<file path="src/rtl/mem_arb_pkg.sv">
// Shared types for the block memory arbiter.
// Holds FSM states, owner ids and the block alignment mask.
package mem_arb_pkg;

  typedef enum logic [1:0] {
    IDLE,
    WAIT,
    DONE
  } state_t;

  typedef enum logic {
    ICACHE,
    DCACHE
  } owner_t;

  localparam logic [31:0] BLOCK_ALIGN_MASK = 32'hFFFF_FFF0;

endpackage

</file>
<file path="src/rtl/block_mem_arbiter_if.sv">
// Bundle between both cache controllers, data memory and the arbiter.
// master: requesters + memory side; slave: the arbiter.
interface block_mem_arbiter_if #(
  parameter int ADDRESS_WIDTH = 32,
  parameter int BLOCK_WIDTH   = 128
);

  logic                     ic_req;
  logic [ADDRESS_WIDTH-1:0] ic_addr;
  logic                     ic_ready;
  logic [BLOCK_WIDTH-1:0]   ic_rdata;

  logic                     dc_req;
  logic                     dc_we;
  logic [ADDRESS_WIDTH-1:0] dc_addr;
  logic [BLOCK_WIDTH-1:0]   dc_wdata;
  logic                     dc_ready;
  logic [BLOCK_WIDTH-1:0]   dc_rdata;

  logic                     mem_wr_en;
  logic [ADDRESS_WIDTH-1:0] mem_addr;
  logic [BLOCK_WIDTH-1:0]   mem_wdata;
  logic [ADDRESS_WIDTH-1:0] mem_read_addr;
  logic [BLOCK_WIDTH-1:0]   mem_rdata;

  modport master (
    output ic_req, ic_addr,
    output dc_req, dc_we, dc_addr, dc_wdata,
    output mem_rdata,
    input  ic_ready, ic_rdata,
    input  dc_ready, dc_rdata,
    input  mem_wr_en, mem_addr, mem_wdata,
    input  mem_read_addr
  );

  modport slave (
    input  ic_req, ic_addr,
    input  dc_req, dc_we, dc_addr, dc_wdata,
    input  mem_rdata,
    output ic_ready, ic_rdata,
    output dc_ready, dc_rdata,
    output mem_wr_en, mem_addr, mem_wdata,
    output mem_read_addr
  );

endinterface

</file>
<file path="src/rtl/rr_arb2.sv">
// Two-requester round-robin grant with last_grant register.
// Ports: clk, rst, req[1:0] (0=I$,1=D$), update, one-hot grant.
module rr_arb2
  import mem_arb_pkg::*;
(
  input  logic       clk,
  input  logic       rst,
  input  logic [1:0] req,
  input  logic       update,
  output logic [1:0] grant
);

  owner_t last_grant;

  always_comb begin
    grant = 2'b00;
    unique case (req)
      2'b01:   grant = 2'b01;
      2'b10:   grant = 2'b10;
      // tie goes to whoever did not win last
      2'b11:   grant = (last_grant == DCACHE) ? 2'b01 : 2'b10;
      default: grant = 2'b00;
    endcase
  end

  always_ff @(posedge clk or posedge rst) begin
    if (rst)
      last_grant <= DCACHE;
    else if (update && |grant)
      last_grant <= grant[1] ? DCACHE : ICACHE;
  end

endmodule

</file>
<file path="src/rtl/block_mem_arbiter.sv">
// Shares the 128-bit block memory between I-cache and D-cache.
// Ports: clk, rst, bus (slave side of block_mem_arbiter_if).
module block_mem_arbiter
  import mem_arb_pkg::*;
#(
  parameter int ADDRESS_WIDTH = 32,
  parameter int BLOCK_WIDTH   = 128,
  parameter int MEM_LATENCY   = 4
) (
  input logic                clk,
  input logic                rst,
  block_mem_arbiter_if.slave bus
);

  localparam logic [ADDRESS_WIDTH-1:0] ALIGN =
    ~ADDRESS_WIDTH'(~BLOCK_ALIGN_MASK);
  localparam logic [3:0] LAT_M1 = 4'(MEM_LATENCY - 1);

  state_t                   state, next;
  owner_t                   own;
  logic [3:0]               cnt;
  logic [ADDRESS_WIDTH-1:0] lat_addr;
  logic                     lat_we;
  logic [BLOCK_WIDTH-1:0]   lat_data;
  logic [BLOCK_WIDTH-1:0]   ic_q, dc_q;
  logic [1:0]               req, grant;
  logic                     take, in_wait;

  assign req     = {bus.dc_req, bus.ic_req};
  assign take    = (state == IDLE) && |req;
  assign in_wait = (state == WAIT);

  rr_arb2 u_rr (
    .clk    (clk),
    .rst    (rst),
    .req    (req),
    .update (take),
    .grant  (grant)
  );

  always_ff @(posedge clk or posedge rst) begin
    if (rst) state <= IDLE;
    else     state <= next;
  end

  always_comb begin
    next = state;
    unique case (state)
      IDLE:    if (|req) next = WAIT;
      WAIT:    if (cnt == 4'd0) next = DONE;
      DONE:    next = IDLE;
      default: next = IDLE;
    endcase
  end

  always_ff @(posedge clk or posedge rst) begin
    if (rst) begin
      own      <= ICACHE;
      cnt      <= '0;
      lat_addr <= '0;
      lat_we   <= 1'b0;
      lat_data <= '0;
      ic_q     <= '0;
      dc_q     <= '0;
    end else begin
      if (take) begin
        own      <= grant[1] ? DCACHE : ICACHE;
        lat_addr <= (grant[1] ? bus.dc_addr : bus.ic_addr) & ALIGN;
        lat_we   <= grant[1] & bus.dc_we;
        lat_data <= grant[1] ? bus.dc_wdata : '0;
        cnt      <= LAT_M1;
      end
      if (in_wait) begin
        if (cnt != 4'd0)
          cnt <= cnt - 4'd1;
        else if (!lat_we) begin
          // read block captured on the edge leaving WAIT
          if (own == ICACHE) ic_q <= bus.mem_rdata;
          else               dc_q <= bus.mem_rdata;
        end
      end
    end
  end

  assign bus.ic_ready      = (state == DONE) && (own == ICACHE);
  assign bus.dc_ready      = (state == DONE) && (own == DCACHE);
  assign bus.ic_rdata      = ic_q;
  assign bus.dc_rdata      = dc_q;
  assign bus.mem_addr      = in_wait ? lat_addr : '0;
  assign bus.mem_read_addr = in_wait ? lat_addr : '0;
  assign bus.mem_wdata     = in_wait ? lat_data : '0;
  assign bus.mem_wr_en     = in_wait && (cnt == 4'd0) && lat_we;

endmodule

</file>
<file path="src/flat_wrapper.sv">
// flat-port wrapper written by rule: the top's interface ports become plain ports
module block_mem_arbiter_flat import mem_arb_pkg::*;
#(
  parameter int ADDRESS_WIDTH = 32,
  parameter int BLOCK_WIDTH   = 128,
  parameter int MEM_LATENCY   = 4
)
  (clk, rst, bus_ic_req, bus_ic_addr, bus_dc_req, bus_dc_we, bus_dc_addr, bus_dc_wdata, bus_mem_rdata, bus_ic_ready, bus_ic_rdata, bus_dc_ready, bus_dc_rdata, bus_mem_wr_en, bus_mem_addr, bus_mem_wdata, bus_mem_read_addr);
  block_mem_arbiter_if #(.ADDRESS_WIDTH(ADDRESS_WIDTH), .BLOCK_WIDTH(BLOCK_WIDTH)) bus_i ();
  input logic clk;
  input logic rst;
  input wire logic [$bits(bus_i.ic_req)-1:0] bus_ic_req;
  input wire logic [$bits(bus_i.ic_addr)-1:0] bus_ic_addr;
  input wire logic [$bits(bus_i.dc_req)-1:0] bus_dc_req;
  input wire logic [$bits(bus_i.dc_we)-1:0] bus_dc_we;
  input wire logic [$bits(bus_i.dc_addr)-1:0] bus_dc_addr;
  input wire logic [$bits(bus_i.dc_wdata)-1:0] bus_dc_wdata;
  input wire logic [$bits(bus_i.mem_rdata)-1:0] bus_mem_rdata;
  output wire logic [$bits(bus_i.ic_ready)-1:0] bus_ic_ready;
  output wire logic [$bits(bus_i.ic_rdata)-1:0] bus_ic_rdata;
  output wire logic [$bits(bus_i.dc_ready)-1:0] bus_dc_ready;
  output wire logic [$bits(bus_i.dc_rdata)-1:0] bus_dc_rdata;
  output wire logic [$bits(bus_i.mem_wr_en)-1:0] bus_mem_wr_en;
  output wire logic [$bits(bus_i.mem_addr)-1:0] bus_mem_addr;
  output wire logic [$bits(bus_i.mem_wdata)-1:0] bus_mem_wdata;
  output wire logic [$bits(bus_i.mem_read_addr)-1:0] bus_mem_read_addr;
  assign bus_i.ic_req = bus_ic_req;
  assign bus_i.ic_addr = bus_ic_addr;
  assign bus_i.dc_req = bus_dc_req;
  assign bus_i.dc_we = bus_dc_we;
  assign bus_i.dc_addr = bus_dc_addr;
  assign bus_i.dc_wdata = bus_dc_wdata;
  assign bus_i.mem_rdata = bus_mem_rdata;
  assign bus_ic_ready = bus_i.ic_ready;
  assign bus_ic_rdata = bus_i.ic_rdata;
  assign bus_dc_ready = bus_i.dc_ready;
  assign bus_dc_rdata = bus_i.dc_rdata;
  assign bus_mem_wr_en = bus_i.mem_wr_en;
  assign bus_mem_addr = bus_i.mem_addr;
  assign bus_mem_wdata = bus_i.mem_wdata;
  assign bus_mem_read_addr = bus_i.mem_read_addr;
  block_mem_arbiter #(.ADDRESS_WIDTH(ADDRESS_WIDTH), .BLOCK_WIDTH(BLOCK_WIDTH), .MEM_LATENCY(MEM_LATENCY)) u_core (.clk(clk), .rst(rst), .bus(bus_i));
endmodule
</file>
<file path="config.mk">
export PLATFORM = sky130hd
export DESIGN_NAME = block_mem_arbiter_flat
export DESIGN_NICKNAME = d
export VERILOG_FILES = /design/src/rtl/mem_arb_pkg.sv /design/src/rtl/block_mem_arbiter_if.sv /design/src/rtl/rr_arb2.sv /design/src/rtl/block_mem_arbiter.sv /design/src/flat_wrapper.sv
export SDC_FILE = /design/constraint.sdc
export NUM_CORES = 1
export LEC_CHECK = 0
export CAP_MARGIN = 20
export CORE_AREA = 2 2 304 306
export CTS_CLUSTER_SIZE = 20
export DETAILED_ROUTE_END_ITERATION = 6
export DIE_AREA = 0 0 306 308
export PLACE_DENSITY = 0.53
export SLEW_MARGIN = 20
export SYNTH_ARGS = -nofsm -noshare
export SYNTH_HDL_FRONTEND = slang
export SYNTH_SLANG_ARGS = --single-unit
</file>
<file path="constraint.sdc">
create_clock -name clk -period 25.8 [get_ports clk]
set_input_delay 5.16 -clock clk [delete_from_list [all_inputs] [get_ports clk]]
set_output_delay 5.16 -clock clk [all_outputs]
set_load 0.05 [all_outputs]
</file>
==> impl_metrics.toml <==
[synth]
synth_top_cell_by_area = "dfrtp_1"
synth_compound_area_share_pct = 8.526
dominant_combinational_cell_family_by_area_after_synthesis = "multiplexers"
post_synth_and_or_nand_nor_area_fraction_pct = 6.245
syn-cell-area_um2 = 17710
yosys_register_bits = 421
yosysWarnings = 0
gate_count_after_technology_mapping = 1208
yosys.area_share.xor_xnor_pct = 0
synth.mux.area_fraction_pct = 20.75
synthAdderAreaFrac_pct = 0.07064
ys_top_cells_by_area = "dfrtp_1 59%, mux2_4 11%, mux2_1 6.9%"
number_of_distinct_library_cell_variants_in_the_gate_level_netlist_after_synthesis = 37
syn_area_per_cell_um2 = 14.66
netlist.area_leader.share_pct = 59.34
seq_area_frac_synth_pct = 59.49

[global_route]
track_usage_pct = 11.84
grt_max_degree = 134
antenna_found_initial = 15
grt_pass1_wl_um = 86550
vias_in_the_first_global_route = 13550
globalRoute.totalOverflow = 0

[final_layout]
final_non_filler_cells = 3141
layout.nets = 2239
drive_gt1_share_pct = 12.96
final_design_area_no_fill_um2 = 27900
area.sequential_um2 = 10540
area_growth_pct = 57.50
fillCellCount = 9090
multi_input_combinational_cell_area_um2 = 6380

[clocking]
cts_tree = "yes"
cts.clk_slew.worst_paths_ns = 0.06
cts_buffers = 50
clock_tree.buffer_depth = 3
clock_insertion_delay_worst_skew_ns = 0.60
htreeDepth = 2
cts_hold_buffers = 0
cts.repair.resized = 0
cts_sinks = 421
cts_setup_buffers = 0
cts-root-buf = "clkbuf_16"

[routing]
detailedRoute.firstPassIterationCount = 4
drt_drc_violations_left = 0
detail_routed_net_length_per_standard_cell_um = 18.60
post_drt_via_cell_ratio = 4.011
detail-route-antenna-nets = 0
routed_wirelength_um = 58420
drt-initial-drc-count = 656
route.vias.total = 12600

[critical_path]
required_ns = 20.64
critPathArrivalTime_ns = 3.48
end_kind = "output pin"
setup.worst_path.class = "register to output pin"
critical_path.max_fanout = 133
type_of_element_launching_the_critical_path = "register"

[sta]
grt_setup_unrepaired = "no"
setup_violations = 0
hold_violations = 0
fin_ws_ns = 17.16
final_period_minus_worst_setup_slack_ns = 8.636
timing.final.max_slew_violations = 0
finalCritPeriodShare_pct = 33.47
worst_slew_pin_slew_ns = 1.159
final.setup.tns_ns = 0
final.setup_skew_ns = 0.01821
fmaxAchievable_ghz = 0.1158
slew_headroom_pct = 22.74

[place]
placed_area_um2 = 26120
place_worst_setup_slack_ns = 17.49
placed_cells = 3047
io_buffers = 759
place.gp.congestion = 0.7728
hpwl_um = 42120

[floorplanning]
chip_height_um = 308
initial_utilization_pct = 19.47
die_width_um = 306
floorplan.rows = 111
fp.dieArea_um2 = 94250
core_area_um2 = 90970
floorplan.io_pins = 776

[hold_path]
min-delay-path-class = "register to register"

[run]
cap_violations = 0

[status]
status = "complete, no violations"
## registers in the layout, summed over array words and instances, names as in the netlist
| name | cells |
|---|---|
| u_core.u_rr.last_grant | 1 |
| u_core.bus.dc_rdata | 128 |
| u_core.lat_addr | 28 |
| u_core.cnt | 4 |
| u_core.lat_we | 1 |
| u_core.bus.ic_rdata | 128 |
| u_core.state | 2 |
| u_core.own | 1 |
| u_core.lat_data | 128 |
## Yosys cell counts
library cell	instances
ha_1	1
buf_2	13
and2_1	158
nor4_1	1
buf_1	2
o21ai_0	1
or3_1	1
inv_1	3
clkbuf_1	39
buf_6	26
nand2b_1	2
and4bb_2	1
mux2_1	109
buf_4	46
dfstp_2	1
nor3b_1	2
a311o_1	1
a22o_1	130
nand2_1	2
mux2_4	131
nand3_2	1
nor2b_1	1
conb_1	1
a31o_2	1
a31oi_1	28
and3_1	1
mux2_2	16
or2_2	1
mux2i_1	30
nor3_1	1
and3b_1	1
a21oi_1	30
dfrtp_1	420
a21o_1	2
nor2_1	2
nand3b_1	1
a21boi_0	1
## critical path, cell delays in order (launching register included)
cell and delay, ns:
dfrtp_1 0.48, nor2b_4 0.52, buf_6 0.56, and2_1 0.32
clkdlybuf4s50_1 0.84
## per-stage QoR
step	hold slack, ns	utilization [%]
after detailed placement	0.4800	28.72
after global placement	0.4726	28.72
after floorplan	0.4620	-
final	0.4887	30.67
after CTS	0.4928	30.65
after global routing	0.5013	30.66
## kinds of logic (layout without fill, tap and decap cells)
| group | count (synthesis) | in the layout |
|---|---|---|
| other | 1 | 11 |
| buffers and inverters | 129 | 866 |
| adders and majority gates | 1 | 1 |
| and+or+nand+nor | 176 | 176 |
| DFF | 421 | 421 |
| muxes | 286 | 286 |
| AOI/OAI and AO/OA | 194 | 194 |
## layer usage
layer | routed length, um | GRT usage, % | share of wire (%) | vias up
met4 | 1718 | 4.010 | 2.9 | 18
met1 | 22970 | 13.72 | 39 | 6240
met2 | 28140 | 20.11 | 48 | 561
met3 | 5478 | 4.350 | 9.4 | 106
met5 | 105 | 0 | 0.18 | -
li1 | - | - | - | 5675
## cell usage in the layout, fill, tap and decap left out, drive strengths merged, types with 2 or more instances in the layout
master,netlist,final
conb,1,8
clkbuf,39,77
a21o,2,2
nor2,2,2
and2,158,158
a21oi,30,30
nand2b,2,2
bufinv,0,4
nor3b,2,2
mux2i,30,30
buf,87,13
a31oi,28,28
clkdlybuf4s50,0,759
dfrtp,420,420
clkinv,0,10
mux2,256,256
a22o,130,130
diode,0,3
nand2,2,2
inv,3,3
## final timing paths
path | start | to | slack [ns] | cells after the start
worst max-delay path | u_core.state[0] | bus_mem_wdata[120] | 17.16 | 4
worst min-delay path | u_core.bus.ic_rdata[93] | u_core.bus.ic_rdata[93] | 0.49 | 1
worst max register to register | u_core.cnt[0] | u_core.bus.dc_rdata[49] | 21.86 | 7
worst min register to register | u_core.bus.ic_rdata[93] | u_core.bus.ic_rdata[93] | 0.49 | 1
max in group asynchronous | rst | u_core.bus.dc_rdata[109] | 18.39 | 4
min in group asynchronous | rst | u_core.lat_data[13] | 5.12 | 2
## layout make-up
class,count,share of cell area (%)
multi-input combinational,665,22.87
tap,1186,5.320
clock inverter,14,0.7939
antenna,3,0.02691
sequential,421,37.77
clock buffer,77,5.495
timing repair buffer,772,27.66
inverter,3,0.06728
Power is not shown: default switching activity piles up to over one toggle a cycle in this logic, so the estimate is an artifact.
